**src/rtl/stdp_weight_engine.sv**
```systemverilog
// stdp_weight_engine: walks the synapses one per cycle, applying stochastic saturating +/-1 STDP updates.
module stdp_weight_engine #(
    parameter int NUM_SYN = 16,
    parameter int W_BITS  = 3,
    parameter int P_BITS  = 7,
    parameter int INIT_W  = 0
) (
    input  logic                           clk,
    input  logic                           rst,
    input  logic                           start,
    input  logic [3*NUM_SYN-1:0]           cases,
    input  logic [P_BITS-1:0]              u_capture,
    input  logic [P_BITS-1:0]              u_minus,
    input  logic [P_BITS-1:0]              u_search,
    input  logic [P_BITS-1:0]              u_backoff,
    input  logic [P_BITS-1:0]              rand_val,
    input  logic                           wr_en,
    input  logic [$clog2(NUM_SYN)-1:0]     wr_addr,
    input  logic [W_BITS-1:0]              wr_data,
    output logic [W_BITS*NUM_SYN-1:0]      weights,
    output logic                           busy,
    output logic                           done,
    output logic [$clog2(NUM_SYN+1)-1:0]   n_inc,
    output logic [$clog2(NUM_SYN+1)-1:0]   n_dec
);
    localparam int AW = $clog2(NUM_SYN);
    localparam int CW = $clog2(NUM_SYN + 1);
    localparam logic [W_BITS-1:0] WMAX = '1;
    localparam logic [W_BITS-1:0] W0 = W_BITS'(INIT_W);

    typedef enum logic [1:0] {IDLE, UPDATE, DONE} state_t;

    state_t              state_q, state_d;
    logic [AW-1:0]       idx_q, idx_d;
    logic [2:0]          code_q [NUM_SYN];
    logic [2:0]          code_d [NUM_SYN];
    logic [P_BITS-1:0]   ucap_q, ucap_d, umin_q, umin_d, usrch_q, usrch_d, uback_q, uback_d;
    logic [W_BITS-1:0]   w_q [NUM_SYN];
    logic [W_BITS-1:0]   w_d [NUM_SYN];
    logic [CW-1:0]       n_inc_q, n_inc_d, n_dec_q, n_dec_d;
    logic [2:0]          c;
    logic [P_BITS-1:0]   p;
    logic                inc, fire;
    logic [W_BITS-1:0]   w_cur;

    always_comb begin
        c = code_q[idx_q];
        p = c == 3'b111 ? ucap_q  :
            c == 3'b110 ? umin_q  :
            c == 3'b100 ? usrch_q :
            c == 3'b010 ? uback_q : '0;
        inc = c == 3'b111 || c == 3'b100;
        fire = rand_val < p;
        w_cur = w_q[idx_q];
    end

    always_comb begin
        state_d = state_q;
        idx_d = idx_q;
        code_d = code_q;
        ucap_d = ucap_q;
        umin_d = umin_q;
        usrch_d = usrch_q;
        uback_d = uback_q;
        w_d = w_q;
        n_inc_d = n_inc_q;
        n_dec_d = n_dec_q;
        case (state_q)
            IDLE: begin
                // a preload coinciding with start lands first, so the pass sees it
                if (wr_en && int'(wr_addr) < NUM_SYN)
                    w_d[wr_addr] = wr_data;
                if (start) begin
                    for (int i = 0; i < NUM_SYN; i++)
                        code_d[i] = cases[3*i +: 3];
                    ucap_d = u_capture;
                    umin_d = u_minus;
                    usrch_d = u_search;
                    uback_d = u_backoff;
                    n_inc_d = '0;
                    n_dec_d = '0;
                    idx_d = '0;
                    state_d = UPDATE;
                end
            end
            UPDATE: begin
                if (fire && inc && w_cur != WMAX) begin
                    w_d[idx_q] = w_cur + W_BITS'(1);
                    n_inc_d = n_inc_q + CW'(1);
                end
                if (fire && !inc && w_cur != '0) begin
                    w_d[idx_q] = w_cur - W_BITS'(1);
                    n_dec_d = n_dec_q + CW'(1);
                end
                state_d = int'(idx_q) == NUM_SYN - 1 ? DONE : UPDATE;
                idx_d = int'(idx_q) == NUM_SYN - 1 ? idx_q : idx_q + AW'(1);
            end
            default: state_d = IDLE;
        endcase
    end

    always_ff @(posedge clk or posedge rst) begin
        if (rst) begin
            state_q <= IDLE;
            idx_q <= '0;
            code_q <= '{default: '0};
            ucap_q <= '0;
            umin_q <= '0;
            usrch_q <= '0;
            uback_q <= '0;
            w_q <= '{default: W0};
            n_inc_q <= '0;
            n_dec_q <= '0;
        end else begin
            state_q <= state_d;
            idx_q <= idx_d;
            code_q <= code_d;
            ucap_q <= ucap_d;
            umin_q <= umin_d;
            usrch_q <= usrch_d;
            uback_q <= uback_d;
            w_q <= w_d;
            n_inc_q <= n_inc_d;
            n_dec_q <= n_dec_d;
        end
    end

    always_comb begin
        weights = '0;
        for (int i = 0; i < NUM_SYN; i++)
            weights[W_BITS*i +: W_BITS] = w_q[i];
    end

    assign busy = state_q != IDLE;
    assign done = state_q == DONE;
    assign n_inc = n_inc_q;
    assign n_dec = n_dec_q;
endmodule

```
**config.mk**
```make
export PLATFORM = sky130hd
export DESIGN_NAME = stdp_weight_engine
export DESIGN_NICKNAME = d
export VERILOG_FILES = /design/src/rtl/stdp_weight_engine.sv
export SDC_FILE = /design/constraint.sdc
export NUM_CORES = 1
export LEC_CHECK = 0
export CAP_MARGIN = 30
export CELL_PAD_IN_SITES_DETAIL_PLACEMENT = 1
export CELL_PAD_IN_SITES_GLOBAL_PLACEMENT = 1
export CORE_MARGIN = 4
export CORE_UTILIZATION = 40
export CTS_CLUSTER_SIZE = 25
export DETAILED_ROUTE_END_ITERATION = 8
export PLACE_DENSITY = 0.82
export SYNTH_ARGS = -nofsm -noshare
export SYNTH_HDL_FRONTEND = slang
export SYNTH_SLANG_ARGS = --single-unit
```
**constraint.sdc**
```tcl
create_clock -name clk -period 16.1 [get_ports clk]
set_clock_uncertainty 0.2 [all_clocks]
set_input_delay 4.025 -clock clk [delete_from_list [all_inputs] [get_ports clk]]
set_output_delay 4.025 -clock clk [all_outputs]
set_load 0.01 [all_outputs]
```
# Word level (Yosys, flattened, before mapping)
# Index checks and enable logic that the tools add are counted.
[op_classes]
addsub = 5
order_cmp = 5
eq_ne = 13
muxes = 33
bitwise = 2
n_reduce_logical = 17
[op_table]
columns = ["cell", "count"]
rows = [
  ["$mux W48", 4],
  ["$bwmux W48", 3],
  ["$pmux W48 S2", 1],
  ["$mux W7", 4],
  ["$bmux W3 S4", 2],
  ["$demux W3 S4", 2],
  ["$pmux W5 S2", 2],
  ["$mux W3", 6],
  ["$mux W5", 3],
  ["$add A5 B1 Y5 const B", 2],
  ["$ge A5 B5 Y1 const B", 2],
  ["$lt A5 B1 Y1 const B", 2],
  ["$ne A2 B2 Y1 const B", 5],
  ["$not A4 Y5", 2],
  ["$eq A3 B3 Y1 const B", 3],
  ["$reduce_and A3 Y1", 3],
  ["$mux W4", 2],
  ["$pmux W4 S2", 1],
  ["$lt A7 B7 Y1", 1],
  ["$logic_and A1 B1 Y1", 6],
  ["$add A4 B1 Y4 const B", 1],
  ["$eq A4 B1 Y1 const B", 1],
  ["$mux W2", 2],
  ["$pmux W2 S2", 1],
  ["other kinds (12)", 14],
]
[totals]
register_bits = 140
out_inout_bits = 60
wordCells = 115

# Depth between registers and ports, before layout
# Gate-level depths: netlist (run 1).
[depth]
depth_word = 17
mapped_depth = 21
depth_no_buf = 16

# Worst setup path before layout (run 1)
# Ideal clock, no wire load.
[synth_timing]
path_kind = "input to register"
from = "in rand_val[1]"
to = "reg w_q, in the netlist weights[47]"
setup_time_ns = 0.124
t_arrival_ns = 5.962
t_required_ns = 15.776
slack_ns = 9.814
cell_stages = 9
path_buffers = 1
path_cell_list = "ha_1 o21a_1 o21ai_0 nor2_1 nor4_1 o211ai_1 and2_1 buf_2 a211o_1"
[synth_between]
elab_chain_cells = 8
word_cells_on_any_way = 10
classes_between = "order compare: 1; mux: 5; reduce/logical: 4"
[synth_rtl]
columns = ["item", "line", "text"]
rows = [
  ["start, declared", "16", "input logic [P_BITS-1:0] rand_val,"],
  ["$lt A7 B7 Y1 (*)", "53", "fire = rand_val < p;"],
  ["$logic_and A1 B1 Y1 (2 in series)", "87", "if (fire && inc && w_cur != WMAX) begin"],
  ["$mux W48", "87", ""],
  ["$mux W48", "68", "case (state_q)"],
  ["$bwmux W48", "92", "w_d[idx_q] = w_cur - W_BITS'(1);"],
  ["$mux W48 (*)", "91", "if (fire && !inc && w_cur != '0) begin"],
  ["$pmux W48 S2 (*)", "68", ""],
  ["end signal, assigned", "122", "w_q <= w_d;"],
  ["end, declared", "38", "logic [W_BITS-1:0] w_q [NUM_SYN];"],
]
# Every way passes the cells marked *; elsewhere a longest branch is shown, timed or not. The select of a mux whose other input is x is not followed.
# A chain may end at the register's enable or synchronous reset.

# Worst setup path in the final report (run 1)
[layout_timing]
from = "in rand_val[4]"
to = "reg w_q, in the netlist weights[43]"
# The elaborated chain is that of the path after synthesis.

==> results.txt, run 1 <==
----------------------------------------------------
[Timing]
  Min cycle time layout ... 6727 ps
  Final hold slack ... 271.6 ps
  Slew at the pin with the worst max-slew slack ... 863.0 ps
  Setup-violating endpoint count in the final report ... 0
  Worst slew slack as a fraction of its limit ... 42.46%
  Setup TNS ... 0 ps
  Number of hold-slack violations in the final timing report ... 0
  Final worst-path cycle share ... 41.78%
  Unrepaired setup endpoints after global routing ... false
  Max Transition Viols Final ... 0
  Max frequency ... 148.6 MHz

[Critical path]
  Worst reg2reg setup slack ... 10,250 ps
  Origin of the worst setup path ... rand_val[4]
  Critical path type ... in -> reg
  Largest fanout on the critical path ... 10
  Critical register-to-register path endpoint ... weights[43]$_DFFE_PP0P_
  Reg2Reg Launch Point ... idx_q[1]$_DFFE_PP0P_
  Length in cells of the worst reg-to-reg path ... 17
  Worst setup endpoint ... weights[43]$_DFFE_PP0P_
  Crit path required time ... 16,210 ps
  Kind of end point of the critical path ... flop
  Critical path launch point type ... input pin
  Arrival time worst endpoint ... 6830 ps

[Clocking]
  Clock buffer count from CTS ... 17
  Worst-Skew Late Latency ... 430 ps
  Number of post-CTS setup repair buffers ... 0
  Clock tree buffer depth ... 2
  TritonCTS sink count ... 140
  Hold_buf cts ... 0
  Clock transition time at the flip-flop clock pins of the worst setup and hold paths ... 60 ps
  TritonCTS clock tree ... yes
  H-tree Lvls ... 4
  Clock root buffer ... clkbuf_16
  Cells resized by post-CTS repair ... 0

[Drt]
  DRT antenna net count ... 0
  Initial DRT Pass Iterations ... 5
  Wire per inst ... 20.48 µm
  Total DRC errors in the routed layout ... 0
  Wirelength, routed ... 27,270 µm
  Vias per Instance ... 5.691
  Vias ... 7,581
  Starting DRT DRC Count ... 591

[Die]
  Num ports ... 154
  Die width ... 150.8 µm
  FP Rows ... 51
  DIE AREA ... 22,750 µm²
  Height of the die ... 150.8 µm
  Starting density of the core ... 41.25%
  Core footprint ... 19,780 µm²

[Yosys]
  Cell types with the largest area share after synthesis ... dfrtp_1 (43%), nand2_1 (13%), mux4_2 (5.2%), mux2i_1 (3.6%), a21oi_1 (3.4%)
  Share of the synthesized area in the top cell type ... 42.93%
  Cell count after synthesis ... 926
  Synth unique cells ... 65
  Library cell occupying the most area in the post-synthesis netlist ... dfrtp_1
  Syn Std Cell Area ... 8160 µm²
  Most used flip-flop cell after synthesis ... dfrtp_1
  Number of enable flip-flop cells after synthesis ... 0
  Count leader, synth ... nand2_1
  Proportion of register bits with asynchronous set or reset after synthesis ... 100.0%
  Net Count, Synth ... 1,036
  Register area share after synthesis ... 42.93%
  FF+latch count, synth ... 140
  Number of warnings issued by yosys ... 0
  Mean instance size in the synthesized netlist ... 8.812 µm²
  List of most frequent post-synthesis cells ... nand2_1 (278), dfrtp_1 (140), nor2_1 (68), a21oi_1 (55), clkbuf_1 (36)

[Global route]
  Largest net degree at the start of global routing ... 88
  Global-route wire length before repair ... 43,860 µm
  Total GRT Usage ... 24.54%
  Initial antenna violation count ... 0
  Remaining global-route overflow ... 0
  Vias in the first global route ... 8,037

[Power and ir drop]
  Static Leak ... 0.004589 µW
  Sum of internal, switching and leakage power ... 2445 µW
  Power density over the cells ... 233.8 nW/µm²
  Peak ir drop on the vdd network ... 156.3 µV

[Final layout]
  Finished layout cell area ... 10,460 µm²
  N_diodes ... 0
  Nets ... 1,164
  Total area of multi-input combinational cells ... 4387 µm²
  Area used by sequential logic in the layout ... 3505 µm²
  Count of filler cells inserted in the layout ... 2,285
  Fraction of layout cells with a size suffix above 1 ... 9.560%
  Non-filler instance count after layout ... 1,332
  Area added between synthesis and finish ... 28.17%

[Place]
  Area after detailed placement ... 9879 µm²
  Cell Count Post-Placement ... 1,300
  Dpl hpwl ... 18,800 µm
  Final estimated routing congestion in global placement ... 0.8584
  Number of buffers inserted by port buffering ... 153

[Outcome]
  Result of the run ... finished, final reports clean

[Run]
  Reported max-cap violation count ... 0

[Min path]
  Min-delay worst type ... reg -> reg

----------------------------------------------------
## stage by stage
step                setup slack [ps]  utilization [%]
global placement                9079            49.91
floorplan                       8122                -
global route                    9152            52.87
finish                          9373            52.87
detailed placement              8958            49.94
CTS                             9371            52.87
## report_power, final
| group | switching (µW) | leakage, µW | internal (µW) |
|---|---|---|---|
| sequential | 152 | 0.00170 | 507 |
| combinational | 815 | 0.00260 | 579 |
| clock | 173 | 0.000282 | 219 |
| total | 1140 | 0.00459 | 1310 |
## how the worst min path moves through the flow
stage	cells past startpoint	from	endpoint	slack [ps]
finish	2	usrch_q[0]$_DFFE_PP0P_	usrch_q[0]$_DFFE_PP0P_	270
floorplan	2	ucap_q[0]$_DFFE_PP0P_	ucap_q[0]$_DFFE_PP0P_	240
CTS	2	usrch_q[0]$_DFFE_PP0P_	usrch_q[0]$_DFFE_PP0P_	280
global route	2	usrch_q[0]$_DFFE_PP0P_	usrch_q[0]$_DFFE_PP0P_	290
global placement	2	usrch_q[0]$_DFFE_PP0P_	usrch_q[0]$_DFFE_PP0P_	250
detailed placement	2	usrch_q[0]$_DFFE_PP0P_	usrch_q[0]$_DFFE_PP0P_	260
## worst max-delay path, cell delays in order
cell             delay (ps)
clkdlybuf4s50_1         430
ha_1                    320
a21o_1                  160
a21oi_1                 170
nor2b_1                  80
nor3_1                  610
o221ai_2                450
or3_1                   460
o311a_1                 110
## registers in the layout, indices dropped and copies added (netlist names)
signal and cells:
code_q 48, weights 48, uback_q 7, ucap_q 7, umin_q 7, usrch_q 7
n_dec 5, n_inc 5, idx_q 4, state_q 2
## layout by cell type, fill, tap and decap left out, types with 7 or more instances in the layout
cell type,n
nand2_1,277
buf_4,9
o221a_2,7
o21ai_0,33
and2_1,8
o211ai_1,18
inv_1,13
or3_1,20
nor2_1,68
nand2b_1,8
dfrtp_1,139
a22o_1,8
nor3_1,7
mux2i_1,29
o2bb2ai_1,7
mux2_2,10
clkdlybuf4s50_1,153
a21oi_1,55
o31ai_1,10
nor2b_1,11
ha_1,16
nand3_1,26
o21ba_2,10
mux4_2,19
clkbuf_16,17
a22oi_1,7
## kinds of logic (layout without fill, tap and decap cells)
family	Yosys count	in the layout	share of synthesized area, %
compound gates	198	198	17.37
simple gates	444	444	23.12
xor+xnor	2	2	0.2147
flops	140	140	42.93
mux	59	59	10.35
buf+inv	67	208	3.557
fa+ha+maj	16	16	2.453
## layer usage
metal	routed length (µm)	track usage, %	share of wire, %
met1	11710	32.35	43
met5	0	0	0
met3	1527	4.847	5.6
met4	565	7.344	2.1
met2	13470	41.06	49
## area by class of cell
class | instances | area share (%)
multi-input combinational | 719 | 41.94
clock inverter | 14 | 1.436
timing repair buffer | 162 | 15.29
sequential | 140 | 33.51
clock buffer | 18 | 4.103
tap | 265 | 3.170
inverter | 14 | 0.5503
No activity file was read; power rests on OpenSTA's default activity.
==> run 2: changes to the inputs <==
==> constraint.sdc (replaced) <==
create_clock -name clk -period 6.86 [get_ports clk]
set_clock_uncertainty 0.2 [all_clocks]
set_input_delay 1.715 -clock clk [delete_from_list [all_inputs] [get_ports clk]]
set_output_delay 1.715 -clock clk [all_outputs]
set_load 0.01 [all_outputs]
==> run 2 against run 1 <==
Compared with the run above:
- hold slack got worse by 2.7 ps
- non-clock buffer count rose by 3
- largest cell class unchanged
- critical endpoint is now weights[0]$_DFFE_PP0P_
- critical path depth rose by 7
- global-route usage rose by 0.17 points
- highest routed layer unchanged
- routed wire length rose by 1.0%
- count of clock-buffer cells in the layout rose by 3
- clock power rose by 130%
==> results.txt, run 2 (synthesized netlist as in run 1, its figures left out) <==
----------------------------------------------------
[Power and ir drop]
  Power Internal ... 3166 µW (was 1305 µW)
  Switching power total ... 2670 µW (was 1140 µW)
  Power density over the cells ... 557.4 nW/µm² (was 233.8 nW/µm²)
  Sw frac ... 45.75% (was 46.63%)
  Share of total power in combinational logic ... 58.0% (was 57.0%)
  Static Leak ... 0.004602 µW (was 0.004589 µW)
  Sequential Power Share ... 26.7% (was 27.0%)
  Peak ir drop on the vdd network ... 325.0 µV (was 156.3 µV)
  Proportion of power drawn by the clock network ... 15.3% (was 16.0%)

[Critical path]
  Critical path type ... reg -> reg (was in -> reg)
  CP peak stage delay ... 770 ps (was 610 ps)
  Crit path required time ... 7020 ps (was 16,210 ps)
  Slowest stage cell on the critical path ... o41ai_2 (was nor3_1)
  Largest fanout on the critical path ... 26 (was 10)
  Arrival time worst endpoint ... 5810 ps (was 6830 ps)
  Cell-by-cell trace of the critical path ... mux2i_1, a22oi_1, nand2_1, o41ai_2, and2_0, a21oi_1, ha_1, o21a_1, o21ai_0, nor2_1, nor3_1, o211ai_4, buf_16, buf_4, or3_1, nand3_1 (was clkdlybuf4s50_1, ha_1, a21o_1, a21oi_1, nor2b_1, nor3_1, o221ai_2, or3_1, o311a_1)
  Critical path launch point type ... flop (was input pin)
  Kind of end point of the critical path ... flop (unchanged)

[Drt]
  Initial DRT Pass Iterations ... 5 (unchanged)
  Wire per inst ... 20.67 µm (was 20.48 µm)
  Vias ... 7,663 (was 7,581)
  Starting DRT DRC Count ... 436 (was 591)
  Vias per Instance ... 5.749 (was 5.691)
  DRT antenna net count ... 0 (unchanged)
  Total DRC errors in the routed layout ... 0 (unchanged)
  Wirelength, routed ... 27,550 µm (was 27,270 µm)

[Die]
  Starting density of the core ... 41.25% (unchanged)
  DIE AREA ... 22,750 µm² (unchanged)
  Num ports ... 154 (unchanged)
  Core footprint ... 19,780 µm² (unchanged)
  Die width ... 150.8 µm (unchanged)
  Height of the die ... 150.8 µm (unchanged)
  FP Rows ... 51 (unchanged)

[Outcome]
  Result of the run ... finished, final reports clean (unchanged)

[Place]
  Dpl hpwl ... 19,300 µm (was 18,800 µm)
  Cell Count Post-Placement ... 1,303 (was 1,300)
  Number of buffers inserted by port buffering ... 153 (unchanged)
  Final estimated routing congestion in global placement ... 0.8700 (was 0.8584)

[Global route]
  Vias in the first global route ... 8,055 (was 8,037)
  Global-route wire length before repair ... 43,720 µm (was 43,860 µm)
  Total GRT Usage ... 24.71% (was 24.54%)
  Largest net degree at the start of global routing ... 98 (was 88)
  Initial antenna violation count ... 0 (unchanged)
  Remaining global-route overflow ... 0 (unchanged)

[Timing]
  Worst slew slack as a fraction of its limit ... 36.90% (was 42.46%)
  Max frequency ... 176.8 MHz
  Final worst-path cycle share ... 82.45%
  Setup TNS ... 0 ps (unchanged)
  Max Transition Viols Final ... 0 (unchanged)
  Unrepaired setup endpoints after global routing ... false (unchanged)
  Slew at the pin with the worst max-slew slack ... 936.2 ps (was 863.0 ps)
  Number of hold-slack violations in the final timing report ... 0 (unchanged)
  Min cycle time layout ... 5656 ps
  Setup-violating endpoint count in the final report ... 0 (unchanged)
  Final hold slack ... 268.9 ps (was 271.6 ps)

[Clocking]
  TritonCTS clock tree ... yes (unchanged)
  Cells resized by post-CTS repair ... 0 (unchanged)
  Clock buffer count from CTS ... 17 (unchanged)
  Hold_buf cts ... 0 (unchanged)
  Clock root buffer ... clkbuf_16 (unchanged)
  Number of post-CTS setup repair buffers ... 0 (unchanged)
  Clock tree buffer depth ... 2 (unchanged)
  TritonCTS sink count ... 140 (unchanged)
  H-tree Lvls ... 4 (unchanged)
  Clock transition time at the flip-flop clock pins of the worst setup and hold paths ... 60 ps (about the same)
  Worst-Skew Late Latency ... 420 ps (was 430 ps)

[Final layout]
  Count of filler cells inserted in the layout ... 2,306 (was 2,285)
  N_diodes ... 0 (unchanged)
  Fraction of layout cells with a size suffix above 1 ... 9.457% (was 9.560%)
  Top library cells by usage in the layout, fill and taps aside ... nand2_1 (277), clkdlybuf4s50_1 (153), dfrtp_1 (139) (unchanged)
  Non-filler instance count after layout ... 1,333 (was 1,332)
  Commonest non-fill, non-tap cell in the layout ... nand2_1 (unchanged)
  Nets ... 1,167 (was 1,164)
  Area added between synthesis and finish ... 28.30% (was 28.17%)

[Min path]
  Min-delay worst type ... reg -> reg (unchanged)

[Run]
  Reported max-cap violation count ... 0 (unchanged)

----------------------------------------------------
run 2: changes by cell type in the layout (fill, tap and decap cells not counted), sizes merged:
cell	delta
clkbuf	+3
inv	-8
bufinv	+1
clkinv	+2
buf	+3
run 2: area by class of cell:
cell class,count,area (µm²),area share (%)
Sequential cell,140,3505,33.47
Tap cell,265,331.6,3.167
Multi-Input combinational cell,719,4387,41.90
Timing Repair Buffer,165,1642,15.68
Clock buffer,21,450.4,4.302
Clock inverter,9,97.59,0.9321
Inverter,14,57.56,0.5497
run 2: metrics by stage:
stage	instance area, µm²	power [µW]	setup WS [ps]	util, %
floorplan	8160	3701	1192	-
global placement	9894	4690	1357	50.02
detailed placement	9922	4902	1219	50.16
CTS	10470	5841	1193	52.93
global route	10470	6242	838.7	52.93
finish	10470	5836	1204	52.93
run 2: per-layer routing:
metal,vias to the layer above,global-route usage (%),routed length [µm]
met2,245,41.86,13750
met5,-,0,0
li1,3519,-,-
met1,3850,32.17,11690
met3,49,4.189,1504
met4,0,8.386,606
run 2: power by group through the flow:
stage | registers (µW) | logic, µW | clock network [µW]
floorplan | 1450 | 2250 | 0
global placement | 1550 | 3140 | 0
detailed placement | 1560 | 3340 | 0
CTS | 1550 | 3380 | 902
global route | 1600 | 3700 | 943
finish | 1560 | 3380 | 895
run 2: worst max-delay path, delay by kind of cell, from the launching register on:
kind	cells	cell delay, ps
compound gates	6	2040
simple gates	6	1680
flops	1	760
buf+inv	2	450
fa+ha+maj	1	280
mux	1	150
run 2: path summary, 6_finish.rpt:
kind                                        start                      end  slack [ps]  cells past startpoint
setup / recovery             idx_q[1]$_DFFE_PP0P_   weights[0]$_DFFE_PP0P_        1200                     16
hold reg to reg            code_q[36]$_DFFE_PP0P_   code_q[36]$_DFFE_PP0P_         270                      2
max in group asynchronous                     rst  weights[31]$_DFFE_PP0P_        3650                      3
setup reg to reg             idx_q[1]$_DFFE_PP0P_   weights[0]$_DFFE_PP0P_        1200                     16
min in group asynchronous                     rst   code_q[30]$_DFFE_PP0P_        1660                      2
hold / removal             code_q[36]$_DFFE_PP0P_   code_q[36]$_DFFE_PP0P_         270                      2
